## src/rtl/credit_receiver_pkg.sv

```systemverilog
// Link constants shared between credit_receiver and the credit sender:
// default link depth and the counter/pointer width formulas.
package credit_receiver_pkg;

    localparam int CREDITS_MAX_DEFAULT = 8;

    // Counters must hold the value CREDITS_MAX itself, hence +1.
    function automatic int cnt_width(input int credits_max);
        return $clog2(credits_max + 1);
    endfunction

    function automatic int ptr_width(input int credits_max);
        return (credits_max > 1) ? $clog2(credits_max) : 1;
    endfunction

endpackage

```

## src/rtl/credit_fifo_mem.sv

```systemverilog
// Register-array storage for the receive buffer: one write port, one
// asynchronous read port, no control logic.
module credit_fifo_mem #(
    parameter int WIDTH     = 8,
    parameter int DEPTH     = 8,
    parameter int PTR_WIDTH = 3
) (
    input  logic                 clk,
    input  logic                 wr_en,
    input  logic [PTR_WIDTH-1:0] wr_addr,
    input  logic [WIDTH-1:0]     wr_data,
    input  logic [PTR_WIDTH-1:0] rd_addr,
    output logic [WIDTH-1:0]     rd_data
);

    logic [WIDTH-1:0] mem [DEPTH];

    // NOTE: storage has no reset; occupancy is tracked by the control logic,
    // so stale words are never presented as valid and the array stays plain flops.
    always_ff @(posedge clk) begin
        if (wr_en) begin
            mem[wr_addr] <= wr_data;
        end
    end

    assign rd_data = mem[rd_addr];

endmodule

```

## src/rtl/credit_receiver.sv

```systemverilog
// Receive side of a credit-based link: buffers pushed words, presents them on a
// valid/ready port and returns one credit per freed slot plus CREDITS_MAX after reset.
module credit_receiver
    import credit_receiver_pkg::*;
#(
    parameter int WIDTH       = 8,
    parameter int CREDITS_MAX = CREDITS_MAX_DEFAULT,
    parameter int PTR_WIDTH   = ptr_width(CREDITS_MAX),
    parameter int CNT_WIDTH   = cnt_width(CREDITS_MAX)
) (
    input  logic             clk,
    input  logic             rst,
    input  logic             in_valid,
    input  logic [WIDTH-1:0] in_data,
    output logic             credit,
    output logic             out_valid,
    output logic [WIDTH-1:0] out_data,
    input  logic             out_ready,
    output logic             overflow
);

    localparam logic [CNT_WIDTH-1:0] FULL     = CNT_WIDTH'(CREDITS_MAX);
    localparam logic [PTR_WIDTH-1:0] LAST_PTR = PTR_WIDTH'(CREDITS_MAX - 1);

    logic [PTR_WIDTH-1:0] wptr;
    logic [PTR_WIDTH-1:0] rptr;
    logic [CNT_WIDTH-1:0] count;
    logic [CNT_WIDTH-1:0] pending;
    logic                 full;
    logic                 push;
    logic                 deq;
    logic                 pending_nz;

    // Explicit wrap so depths that are not a power of two work.
    function automatic logic [PTR_WIDTH-1:0] next_ptr(input logic [PTR_WIDTH-1:0] ptr);
        return (ptr == LAST_PTR) ? '0 : ptr + PTR_WIDTH'(1);
    endfunction

    assign full       = (count == FULL);
    assign push       = in_valid && !full;
    assign out_valid  = (count != '0);
    assign deq        = out_valid && out_ready;
    assign pending_nz = (pending != '0);
    // Gate with rst so no credit leaks while the link is held in reset.
    assign credit     = pending_nz && rst;

    // NOTE: all state below uses non-blocking assignments so every register
    // samples the pre-edge values of its neighbours.
    always_ff @(posedge clk or negedge rst) begin
        if (!rst) begin
            wptr     <= '0;
            rptr     <= '0;
            count    <= '0;
            pending  <= FULL;
            overflow <= 1'b0;
        end else begin
            if (push) begin
                wptr <= next_ptr(wptr);
            end
            if (deq) begin
                rptr <= next_ptr(rptr);
            end

            if (push && !deq) begin
                count <= count + CNT_WIDTH'(1);
            end else if (deq && !push) begin
                count <= count - CNT_WIDTH'(1);
            end

            if (deq && !pending_nz) begin
                pending <= pending + CNT_WIDTH'(1);
            end else if (!deq && pending_nz) begin
                pending <= pending - CNT_WIDTH'(1);
            end

            // A push into a full buffer is a sender protocol violation; the word is dropped.
            if (in_valid && full) begin
                overflow <= 1'b1;
            end
        end
    end

    credit_fifo_mem #(
        .WIDTH     (WIDTH),
        .DEPTH     (CREDITS_MAX),
        .PTR_WIDTH (PTR_WIDTH)
    ) u_mem (
        .clk     (clk),
        .wr_en   (push),
        .wr_addr (wptr),
        .wr_data (in_data),
        .rd_addr (rptr),
        .rd_data (out_data)
    );

endmodule
```

## config.mk

```make
export PLATFORM = sky130hd
export DESIGN_NAME = credit_receiver
export DESIGN_NICKNAME = d
export VERILOG_FILES = /design/src/rtl/credit_receiver_pkg.sv /design/src/rtl/credit_fifo_mem.sv /design/src/rtl/credit_receiver.sv
export SDC_FILE = /design/constraint.sdc
export NUM_CORES = 1
export LEC_CHECK = 0
export CORE_UTILIZATION = 50
export CTS_CLUSTER_DIAMETER = 60
export DETAILED_ROUTE_END_ITERATION = 10
export MAX_ROUTING_LAYER = met4
export PLACE_DENSITY = 0.74
export SKIP_CTS_REPAIR_TIMING = 1
export SYNTH_ARGS = -nofsm -noshare
export SYNTH_HDL_FRONTEND = slang
export SYNTH_SLANG_ARGS = --single-unit
```

## constraint.sdc

```tcl
create_clock -name clk -period 7.7 [get_ports clk]
set_input_delay 1.155 -clock clk [delete_from_list [all_inputs] [get_ports clk]]
set_output_delay 1.155 -clock clk [all_outputs]
set_load 0.005 [all_outputs]
```

---- After elaboration in Yosys (flattened, before gate mapping) ----
Memory sizes are Yosys's and may differ from the RTL's.
Cells that the tools add are included.
W data, S select, Z words.
storage, ports and cells
  register bits ........................... 15
  bits in writable memories ............... 64
  input port bits ......................... 12
  output and inout bits ................... 11
  word-level logic and storage cells ...... 39
  memories ................................ 1
memories
  name       depth  bits a word  read ports  clocked after Yosys merged registers in  wr ports  RTL line               RTL
  u_mem.mem  8      8            1           0                                        1         credit_fifo_mem.sv:16  logic [WIDTH-1:0] mem [DEPTH];
operators by class
  $add $sub $neg .......................... 6
  equality and inequality tests ........... 3
  muxes and demuxes ....................... 8
  reductions and logical operators ........ 16
operator list
  kind                   number
  $mux W4                4
  $add A4 B1 Y4 const B  2
  $logic_and A1 B1 Y1    8
  $reduce_bool A4 Y1     2
  $sub A4 B1 Y4 const B  2
  $add A3 B1 Y3 const B  2
  $eq A3 B3 Y1 const B   2
  $mux W3                2
  $eq A4 B4 Y1 const B   1
  $logic_not A1 Y1       4
  $reduce_bool A2 Y1     2
  $mux W1                2

---- Depth between registers and ports, before layout ----
  depth after elaboration ................. 7
  depth in mapped cells ................... 9

---- By module ----
Synthesis repeated with hierarchy kept, for this count alone.
unflattened totals
  cells, all modules ...................... 196
  area total of the unflattened synthesis .. 3495.9 um^2
by module, submodules not included
  module           times used  cells each  area each (um^2)
  credit_fifo_mem  1           106         2531.2
  credit_receiver  1           90          964.7

---- Worst setup path after synthesis ----
OpenSTA, ideal clock, no wires.
  kind .................................... in2reg
  start ................................... input in_valid
  end ..................................... register count[3]
  library setup time ...................... 0.131 ns
  data arrival time ....................... 2.603 ns
  data required time ...................... 7.569 ns
  path slack .............................. 4.966 ns
  stages on the path ...................... 8
  cell sequence ........................... nand2_2 > inv_1 > ha_1 > inv_1 > ha_1 > or4_1 > o211ai_1 > o211ai_1
on the way
  longest elaborated chain between the ends .. 4
  elaborated cells on any way between the ends .. 6
RTL lines
  item                                 RTL line               RTL
  start: declaration                   credit_receiver.sv:13  input logic in_valid,
  $logic_and A1 B1 Y1 *                credit_receiver.sv:40  assign push = in_valid && !full;
  named net push                       credit_receiver.sv:30  logic push;
  $logic_not A1 Y1                     credit_receiver.sv:66  end else if (deq && !push) begin
  $logic_and A1 B1 Y1                  credit_receiver.sv:66
  $reduce_bool A2 Y1 (no source line)  -
  end signal: assignment               credit_receiver.sv:65  count <= count + CNT_WIDTH'(1);
  end signal: assignment               credit_receiver.sv:67  count <= count - CNT_WIDTH'(1);
  end: declaration                     credit_receiver.sv:27  logic [CNT_WIDTH-1:0] count;
The timed path passes the listed nets; every way through them passes the cells marked *.
A chain may end at the register's enable or synchronous reset.

---- Final worst setup path ----
  start ................................... input rst
  end ..................................... output credit
on the way
  longest elaborated chain between the ends .. 1
RTL lines
  item                 RTL line               RTL
  start: declaration   credit_receiver.sv:12  input logic rst,
  $logic_and A1 B1 Y1  credit_receiver.sv:45  assign credit = pending_nz && rst;
  end: declaration     credit_receiver.sv:15  output logic credit,
Every way passes these cells.

==> flow_metrics.tcl <==
set metrics [dict create \
    clk_path_buf_depth 2 \
    worst_r2r_startpoint "count[0]" \
    hold_path_depth 1 \
    mostFrequentLayoutCell "edfxtp_1" \
    rows 30 \
    detailedRoute.firstIterationViolations 134 \
    worstRegToRegCells 9 \
    grt_max_degree 20 \
    routedWlPerCell_um 17.83 \
    clock-sinks 79 \
    grt_pass1_vias 1664 \
    timing.critical_path.from_type "primary input" \
    timing.final.setup_violations 0 \
    crit_path_max_fanout 16 \
    num-nets-final 246 \
    r2r_setup_slk_ns 4.90 \
    maxSlewHeadroom 0.2338 \
    hold_path.class "reg -> reg" \
    clockRootBuffer "clkbuf_8" \
    end_kind "output port" \
    max_cap_violations 0 \
    cts_inserted_buffers 9 \
    drt-total-wl_mm 5.492 \
    worst_hold_startpoint "overflow" \
    synth_fp_nets 217 \
    initial_utilization 0.5156 \
    hold_path_end "overflow" \
    layout_worst_path_cycle_share 0.5143 \
    synth-seq-area-share 0.6598 \
    vias 1776 \
    htree_levels 3 \
    min_tclk_post_route_ns 3.960 \
    area_of_the_core_um2 6756 \
    post-dp-hpwl_mm 3.601 \
    setup_tns_ns 0 \
    fin_worst_skew_ns 0.008926 \
    layout.area.seq_um2 2298 \
    drt_pre_antenna_iters 4 \
    grtUsageTotal 0.1731 \
    grt_antenna_before_repair 0 \
    power_per_cell_area_nw_per_um2 379.5 \
    slew_viol_final 0 \
    floorplan.io_pins 23 \
    critPathKind "in -> out" \
    cts_tree "yes" \
    total_leakage_power_nw 1.407 \
    preCtsSetupSlack_ns 3.696 \
    nFillCells 500 \
    ys_ff_latch 79 \
    max-vdd-ir-drop_uv 120.0 \
    diodes 0 \
    timing_hold_violations_final 0 \
    detail-route-antenna-nets 0 \
    areaGrowthSynthToFinish_pct 14.40 \
    holdWs_ns 0.5015 \
    syn-instance-count 194 \
    post_synth_num_cell_types 36 \
    die_height_um 85.47 \
    post_synth.cell_area_avg_um2 17.96 \
    status "finished clean" \
    dieWidth_um 85.47 \
    drive_gt1_frac 0.2149 \
    fin_ws_ns 3.740 \
    routabilityCongestion 0.7537 \
    drc 0 \
    synthesis.area_um2 3483 \
    detail_route.vias_per_cell 5.766 \
    rsz0062_at_grt "false" \
    multi_input_comb_area_um2 1116 \
    floorplan.die_area_um2 7304 \
    required_ns 6.55 \
    r2r_end "count[3]" \
    fmaxAchievable_mhz 252.5 \
    critical_path_arrival_ns 2.80 \
    place_inst 292 \
    final_cells 308 \
    tightestPinTransition_ns 1.139 \
    overflow 0 \
    power.total_mw 1.512 \
    cts.reportedPaths.clkPinSlew_ns 0.08 \
    mostFrequentLayoutCells "64 x edfxtp_1, 22 x clkdlybuf4s50_1, 14 x dfrtp_1" \
    global_route_wire_length_before_repair_mm 8.756 \
    worst_skew_late_latency_ns 0.34 \
    i_o_buffers 22 \
    yosys_warnings 0 \
]
[cells by family (layout without fill, tap and decap cells)]
logic type | Yosys count | count (layout) | synth area share
AO/OA/AOI/OAI | 14 | 14 | 0.02730
XOR/XNOR | 5 | 5 | 0.01257
adder cells (fa/ha/maj) | 11 | 11 | 0.04167
buffers and inverters | 13 | 47 | 0.02119
flip-flops | 79 | 79 | 0.6598
multiplexers | 33 | 33 | 0.1749
AND/OR/NAND/NOR | 39 | 39 | 0.06249
[cells in the mapped netlist, drive strengths merged]
| cell | number | area share |
|---|---|---|
| or4b | 1 | 0.0040 |
| nand3 | 5 | 0.0072 |
| inv | 5 | 0.0054 |
| or3 | 2 | 0.0036 |
| mux2 | 15 | 0.057 |
| o21bai | 1 | 0.0022 |
| nand2 | 8 | 0.010 |
| xor2 | 1 | 0.0025 |
| xnor2 | 4 | 0.010 |
| nor3 | 6 | 0.0086 |
| nor4 | 2 | 0.0036 |
| edfxtp | 64 | 0.55 |
| nand3b | 2 | 0.0043 |
| a2111o | 2 | 0.0065 |
| dfrtp | 14 | 0.10 |
| o21ai | 3 | 0.0043 |
| o211ai | 4 | 0.0086 |
| buf | 4 | 0.011 |
| a21oi | 4 | 0.0057 |
| fa | 1 | 0.0057 |
| clkbuf | 4 | 0.0043 |
| ha | 10 | 0.036 |
| dfstp | 1 | 0.0075 |
| mux2i | 2 | 0.0057 |
| mux4 | 16 | 0.11 |
| nor2b | 2 | 0.0036 |
| or4 | 3 | 0.0075 |
| nor2 | 6 | 0.0065 |
| nand2b | 2 | 0.0036 |
[final cells by class]
| cell class | instances | area share |
|---|---|---|
| sequential | 79 | 0.5768 |
| timing repair buffer | 26 | 0.06279 |
| multi-input combinational | 102 | 0.2801 |
| tap | 80 | 0.02512 |
| clock inverter | 7 | 0.01947 |
| clock buffer | 9 | 0.03108 |
| inverter | 5 | 0.004710 |
[flip-flops by register name (all words and copies together) (netlist names)]
| name | flops |
|---|---|
| u_mem.mem | 64 |
| count | 4 |
| pending | 4 |
| rptr | 3 |
| wptr | 3 |
| overflow | 1 |
[per-layer routing]
layer	up-vias	wire length [um]	global-route usage
li1	837	-	-
met1	896	2434	0.2292
met2	33	2749	0.2567
met3	10	196	0.03502
met4	0	112	0.08788
met5	-	0	-
[critical path, cell delays in order]
cell	delay, ns
clkdlybuf4s50_1	0.93
nor2b_1	0.22
clkdlybuf4s50_1	0.50
[power by group]
group          internal, mW  leakage [nW]  switching (mW)  total [mW]
sequential            0.559         0.756           0.112       0.671
clock                 0.153         0.101           0.152       0.305
combinational         0.337         0.550           0.199       0.536
total                  1.05          1.41           0.464        1.51
[worst max-delay path by stage]
stage,cells past startpoint,from,end,slack (ns)
floorplan,8,in_valid,count[3],4.97
global placement,3,rst,credit,3.72
CTS,3,rst,credit,3.69
detailed placement,3,rst,credit,3.70
global route,3,rst,credit,3.56
finish,3,rst,credit,3.74
[stage by stage]
step           cell area [um^2]  utilization
3_5_place_dp               3784       0.5600
2_1_floorplan              3483            -
6_report                   3985       0.5898
5_1_grt                    3985       0.5898
3_3_place_gp               3784       0.5600
4_1_cts                    3985       0.5898
(Power assumes the default switching activity.)
